$ cat config.mk
export PLATFORM = sky130hd
export DESIGN_NAME = cube_loader
export DESIGN_NICKNAME = d
export VERILOG_FILES = /design/src/rtl/cube_pkg.sv /design/src/rtl/cube_loader_perm_checker.sv /design/src/rtl/cube_loader.sv
export SDC_FILE = /design/constraint.sdc
export NUM_CORES = 1
export LEC_CHECK = 0
export CORE_ASPECT_RATIO = 1.1
export CORE_MARGIN = 1.5
export CORE_UTILIZATION = 54
export CTS_BUF_LIST = sky130_fd_sc_hd__clkbuf_16
export DETAILED_ROUTE_END_ITERATION = 10
export PLACE_DENSITY_LB_ADDON = 0.15
export SLEW_MARGIN = 20
export SYNTH_ARGS = -nofsm -noshare
export SYNTH_HDL_FRONTEND = slang
export SYNTH_HIERARCHICAL = 1
export SYNTH_SLANG_ARGS = --single-unit
$ cat constraint.sdc
create_clock -name clk -period 7 [get_ports clk]
set_clock_uncertainty 0.1 [all_clocks]
set_input_delay 1.4 -clock clk [delete_from_list [all_inputs] [get_ports clk]]
set_output_delay 1.4 -clock clk [all_outputs]
set_load 0.005 [all_outputs]
$ cat src/rtl/cube_pkg.sv
// Shared definitions for the cube loader: FSM states, word field bounds and error codes.
package cube_pkg;

    localparam int NIB   = 30;
    localparam int EDGES = 12;

    localparam int RSV_HI = 119;
    localparam int RSV_LO = 108;
    localparam int EP_LO  = 60;
    localparam int EP_W   = 4;

    typedef enum logic [1:0] {
        COLLECT = 2'd0,
        CHECK   = 2'd1,
        RUN     = 2'd2,
        ERROR   = 2'd3
    } state_t;

    localparam logic [1:0] ERR_NONE = 2'd0;
    localparam logic [1:0] ERR_LEN  = 2'd1;
    localparam logic [1:0] ERR_PERM = 2'd2;
    localparam logic [1:0] ERR_RSV  = 2'd3;

    function automatic logic slot_in_range(input logic [3:0] v, input int n);
        return (v < 4'(n));
    endfunction

endpackage

$ cat src/rtl/cube_loader_perm_checker.sv
// Sequential permutation checker: one slot per cycle, flags out-of-range or repeated values.
module perm_checker
    import cube_pkg::*;
#(
    parameter int N = EDGES
) (
    input  logic       clk,
    input  logic       rst_n,
    input  logic       start_i,
    input  logic       valid_i,
    input  logic [3:0] value_i,
    input  logic       last_i,
    output logic       bad_o,
    output logic       done_o
);

    logic [N-1:0] seen_q;
    logic         bad_q;
    logic         done_q;
    logic         ranged_s;
    logic         hit_s;

    // Range test and duplicate lookup for the slot presented this cycle
    always_comb begin
        ranged_s = slot_in_range(value_i, N);
        hit_s    = 1'b0;
        if (ranged_s) begin
            hit_s = seen_q[value_i];
        end else begin
            hit_s = 1'b0;
        end
    end

    // Seen mask, sticky bad flag and one-cycle done pulse after the last slot
    always_ff @(posedge clk) begin
        if (!rst_n) begin
            seen_q <= '0;
            bad_q  <= 1'b0;
            done_q <= 1'b0;
        end else if (start_i) begin
            seen_q <= '0;
            bad_q  <= 1'b0;
            done_q <= 1'b0;
        end else if (valid_i) begin
            done_q <= last_i;
            if (!ranged_s || hit_s) begin
                bad_q <= 1'b1;
            end else begin
                seen_q[value_i] <= 1'b1;
            end
        end else begin
            done_q <= 1'b0;
        end
    end

    assign bad_o  = bad_q;
    assign done_o = done_q;

endmodule

$ cat src/rtl/cube_loader.sv
// Assembles a 120-bit cube state from 30 nibbles, validates it and hands it to the solver core.
module cube_loader
    import cube_pkg::*;
(
    input  logic         clk,
    input  logic         rst_n,
    input  logic         in_valid,
    output logic         in_ready,
    input  logic [3:0]   in_data,
    input  logic         in_last,
    input  logic         release_i,
    output logic [119:0] d,
    output logic         run,
    output logic         busy,
    output logic         err,
    output logic [1:0]   err_code
);

    state_t       state_q;
    logic [4:0]   count_q;
    logic [3:0]   idx_q;
    logic [119:0] d_q;
    logic         in_ready_q;
    logic         run_q;
    logic         busy_q;
    logic         err_q;
    logic [1:0]   err_code_q;

    logic         accept_s;
    logic         frame_ok_s;
    logic         chk_valid_s;
    logic         chk_last_s;
    logic [3:0]   slot_idx_s;
    logic [3:0]   slot_s;
    logic         chk_bad_s;
    logic         chk_done_s;
    logic         rsv_nz_s;

    // Handshake qualification and slot selection for the checker
    always_comb begin
        accept_s    = in_valid & in_ready_q;
        frame_ok_s  = accept_s & in_last & (count_q == 5'(NIB - 1));
        chk_valid_s = (state_q == CHECK) && (idx_q < 4'(EDGES));
        chk_last_s  = (idx_q == 4'(EDGES - 1));
        rsv_nz_s    = (d_q[RSV_HI:RSV_LO] != 12'd0);
        if (chk_valid_s) begin
            slot_idx_s = idx_q;
        end else begin
            slot_idx_s = 4'd0;
        end
        slot_s = d_q[EP_LO + EP_W * slot_idx_s +: EP_W];
    end

    perm_checker #(.N(EDGES)) u_perm (
        .clk     (clk),
        .rst_n   (rst_n),
        .start_i (frame_ok_s),
        .valid_i (chk_valid_s),
        .value_i (slot_s),
        .last_i  (chk_last_s),
        .bad_o   (chk_bad_s),
        .done_o  (chk_done_s)
    );

    // Loader FSM with all outputs registered; reserved error outranks permutation error
    always_ff @(posedge clk) begin
        if (!rst_n) begin
            state_q    <= COLLECT;
            count_q    <= 5'd0;
            idx_q      <= 4'd0;
            d_q        <= 120'd0;
            in_ready_q <= 1'b0;
            run_q      <= 1'b0;
            busy_q     <= 1'b0;
            err_q      <= 1'b0;
            err_code_q <= ERR_NONE;
        end else begin
            case (state_q)
                COLLECT: begin
                    in_ready_q <= 1'b1;
                    if (accept_s) begin
                        d_q     <= {d_q[115:0], in_data};
                        count_q <= count_q + 5'd1;
                        if (frame_ok_s) begin
                            state_q    <= CHECK;
                            idx_q      <= 4'd0;
                            in_ready_q <= 1'b0;
                            busy_q     <= 1'b1;
                        end else if (in_last || (count_q == 5'(NIB - 1))) begin
                            state_q    <= ERROR;
                            in_ready_q <= 1'b0;
                            err_q      <= 1'b1;
                            err_code_q <= ERR_LEN;
                        end else begin
                            state_q <= COLLECT;
                        end
                    end else begin
                        state_q <= COLLECT;
                    end
                end
                CHECK: begin
                    if (chk_valid_s) begin
                        idx_q <= idx_q + 4'd1;
                    end else if (chk_done_s) begin
                        busy_q <= 1'b0;
                        if (rsv_nz_s) begin
                            state_q    <= ERROR;
                            err_q      <= 1'b1;
                            err_code_q <= ERR_RSV;
                        end else if (chk_bad_s) begin
                            state_q    <= ERROR;
                            err_q      <= 1'b1;
                            err_code_q <= ERR_PERM;
                        end else begin
                            state_q <= RUN;
                            run_q   <= 1'b1;
                        end
                    end else begin
                        state_q <= CHECK;
                    end
                end
                RUN: begin
                    if (release_i) begin
                        state_q    <= COLLECT;
                        run_q      <= 1'b0;
                        count_q    <= 5'd0;
                        in_ready_q <= 1'b1;
                    end else begin
                        state_q <= RUN;
                    end
                end
                ERROR: begin
                    if (release_i) begin
                        state_q    <= COLLECT;
                        err_q      <= 1'b0;
                        err_code_q <= ERR_NONE;
                        count_q    <= 5'd0;
                        in_ready_q <= 1'b1;
                    end else begin
                        state_q <= ERROR;
                    end
                end
                default: begin
                    state_q    <= COLLECT;
                    in_ready_q <= 1'b0;
                    run_q      <= 1'b0;
                    busy_q     <= 1'b0;
                    err_q      <= 1'b0;
                    err_code_q <= ERR_NONE;
                end
            endcase
        end
    end

    assign in_ready = in_ready_q;
    assign d        = d_q;
    assign run      = run_q;
    assign busy     = busy_q;
    assign err      = err_q;
    assign err_code = err_code_q;

endmodule

==> results.md <==
* Largest net degree at the start of global routing at 85
* Initial antenna violation count at 0
* Status: finished clean
* Placeable Area at ~0.011 sq mm
* Setup bufs post-CTS at 0
* Worst r2r src: idx_q[0]$_SDFFE_PN0P_
* Power per cell area at 229 mW/mm^2
* Width of the die at 105 microns
* First-pass GRT wire length at 26100 microns
* CP Class: reg2reg
* Post-route cell area at 0.00807 sq mm
* Worst hold start: d[26]$_SDFFE_PN0P_
* CP Launch Type: register
* Final design utilization at 73.3%
* Syn Inst Count at about 790
* Worst vdd ir at 0.000155 V
* Prevailing post-synth register cell: dfxtp_1
* R2r endpoint: u_perm/bad_o$_SDFFE_PP0P_
* Die H at around 120 microns
* Crit path max fanout at 28
* Final hold viol count at 0
* CTS tree: done
* # diodes at 0
* Site Rows at 40
* Syn_nets at 799
* Fin cells at 1049
* Pre-CTS setup slack at 2.97 ns
* Max-slew violations at 0
* Crit. End Element: register
* CTS-repair resized insts at 0
* Htree depth at 4
* RSZ-0062 raised after global routing: false
* Wire per inst at 15.2 microns
* Cell breakdown of the critical path: nand3b_1 > nor2_2 > mux2_2 > nand3_1 > nand4_1 > mux4_2 > nor3b_1 > o31ai_1
* Final worst path period need at 3.76 ns
* WP data required at a little over 7 ns
* TritonCTS buffer count at 17
* FF+latch count, synth at 151
* Cell Area, Synth at roughly 0.0062 sq mm
* Remaining DRCs at 0
* Post-CTS Hold Buffers at 0
* Critical Path Max Stage Delay at between 0.9 and 1 ns
* Top delay family on crit path: simple AND/OR/NAND/NOR gates
* Max transition margin at 38.8%
* Layout cells sized above 1 at 5.54%
* Slew of the pin with the lowest slew margin at just over 0.9 ns
* Max_cap viols at 0
* Design Power at 1.85 mW
* Final Worst Setup Slack at 3.24 ns
* Ports at 135
* Pre-Repair DR Iteration Count at 5
* Starting Density at 56.0%
* Cells on worst reg2reg path at 8
* Fin Hold WS at 0.366 ns
* Leak pwr at between 2 and 3 nW
* Routed Antenna Nets at 0
* Root buffer cell: clkbuf_16
* DR vias/cell at 5.60
* GRT Util Overall at 26.5%
* R2R Setup Slk at 3.24 ns
* Synth top area cells: dfxtp_1, nand2_1, a21oi_1
* Sinks on Clock Net at between 150 and 200
* Hold Path Class: reg2reg
* Setup violators final at 0
* Area Overhead vs Synth at 30.9%
* # nets final at 901
* Dpl hpwl at 10500 microns
* Final setup TNS at 0 ns
* Distinct cells, synth at 56
* Worst-path clk slew at 0.06 ns
* Post-synthesis sequential area ratio at around 49%
* Crit-path slowest cell: dfxtp_1
* Clock Latency Late Sink at 0.42 ns
* Crit path DAT at 3.96 ns
* Post-synth ARST share at 0%
* CTS Buffer Depth at 2
* Post-Route WL at 15900 microns
* Worst Hold Path Cells at 2
* Post-synth top area share at 49.0%
* FMAX at 266 MHz
* Syn Area/Cell at 7.83 sq um
* Count of input and output buffers at approximately 130
* Vias at 5878
* Endpoint, Worst Hold: d[30]$_SDFFE_PN0P_
* Top cell type by total area after synthesis: dfxtp_1
* Die area at 0.0121 sq mm
* EDFF count, synth at 0
* Vias in the first global route at ~5.4k
* Tcrit/Tclk final at 53.7%
* Initial drt markers at 420
* Total gr overflow at 0
* GP Congestion at 0.845
* Ys Warns at 6
* Placed Area at ~0.0075 sq mm
* Placed insts at 1017
* Buf/Inv on CP at 0
[routing by layer]
layer  vias up  track usage, %  part of all wire [%]
li1       2862               -                     -
met1      2766            32.5                    41
met2       219            44.1                    49
met3        31            7.48                   7.0
met4         0            11.1                   2.3
met5         -               0                     0
[cells by family after synthesis]
family | share of synthesized area [%]
and+or+nand+nor | 23.7
AOI/OAI and AO/OA | 18.8
DFF | 49.0
buffers and inverters | 4.83
muxes | 2.27
xor gates and xnor gates | 0.710
adders and majority gates | 0.609
[flip-flops by register name (all words and copies together), names as in the netlist]
name	cells
state_q	2
u_perm/bad_o	1
err	1
u_perm/done_o	1
d	120
busy	1
u_perm/seen_q	12
run	1
in_ready	1
idx_q	4
err_code	2
count_q	5
[synth_stat cells (3+ instances only)]
library cell  count
ha_1              3
nor2_1           19
a31oi_1           8
nand3_1          13
mux2_2            4
clkbuf_1         25
o41ai_1           3
dfxtp_1         151
nand4_1           3
a32o_1            3
nor4_1            4
a21oi_1         147
buf_1             3
o21ai_0          14
buf_2            25
nor3b_1           4
mux2i_1           5
nand2_1         268
nand2b_1          4
nand3b_1          5
inv_1            14
o2bb2ai_1         4
o211ai_1          3
nor2b_1           3
xor2_1            4
o31ai_1           7
[tightest hold or removal path: cells and delay by family, from the launching register on]
family | cells | cell delay (ns)
DFF | 1 | 0.32
and+or+nand+nor | 1 | 0.06
AOI/OAI and AO/OA | 1 | 0.05
[power breakdown]
group | total [mW] | internal [mW] | switching [mW]
sequential | 0.875 | 0.865 | 0.0101
combinational | 0.0843 | 0.0210 | 0.0633
clock | 0.887 | 0.525 | 0.362
total | 1.85 | 1.41 | 0.435
[worst max path at each step]
| stage | endpoint | depth (start not counted) | from |
|---|---|---|---|
| after detailed placement | count_q[3]$_SDFFE_PN0P_ | 6 | in_valid |
| final | u_perm/bad_o$_SDFFE_PP0P_ | 8 | idx_q[0]$_SDFFE_PN0P_ |
| after global routing | u_perm/bad_o$_SDFFE_PP0P_ | 8 | idx_q[0]$_SDFFE_PN0P_ |
| after CTS | u_perm/bad_o$_SDFFE_PP0P_ | 8 | idx_q[0]$_SDFFE_PN0P_ |
| after global placement | count_q[3]$_SDFFE_PN0P_ | 6 | in_valid |
| after floorplan | u_perm/seen_q[0]$_SDFFE_PP0P_ | 5 | in_last |
[area by class of cell]
cell class                      instances  area [sq um]
Multi-Input combinational cell        567          2860
Tap cell                              147           184
Clock buffer                           17           425
Timing Repair Buffer                  137          1360
Inverter                               15          57.6
Clock inverter                         15           154
Sequential cell                       151          3020
Fill cell                             858          2940
[layout by cell type (no fill, tap or decap), types with 4 or more instances in the layout]
| cell | instances |
|---|---|
| clkinv_2 | 4 |
| nor3b_1 | 4 |
| nand3b_1 | 5 |
| nand3_1 | 12 |
| clkdlybuf4s50_1 | 134 |
| nor4_1 | 4 |
| o31ai_1 | 7 |
| mux2_2 | 4 |
| xor2_1 | 4 |
| inv_1 | 14 |
| nand2_1 | 268 |
| clkbuf_16 | 17 |
| a21oi_1 | 147 |
| o21ai_0 | 14 |
| o2bb2ai_1 | 4 |
| mux2i_1 | 5 |
| nor2_1 | 19 |
| dfxtp_1 | 151 |
| nand2b_1 | 4 |
| a31oi_1 | 8 |
Power figures use the tool's default switching activity.
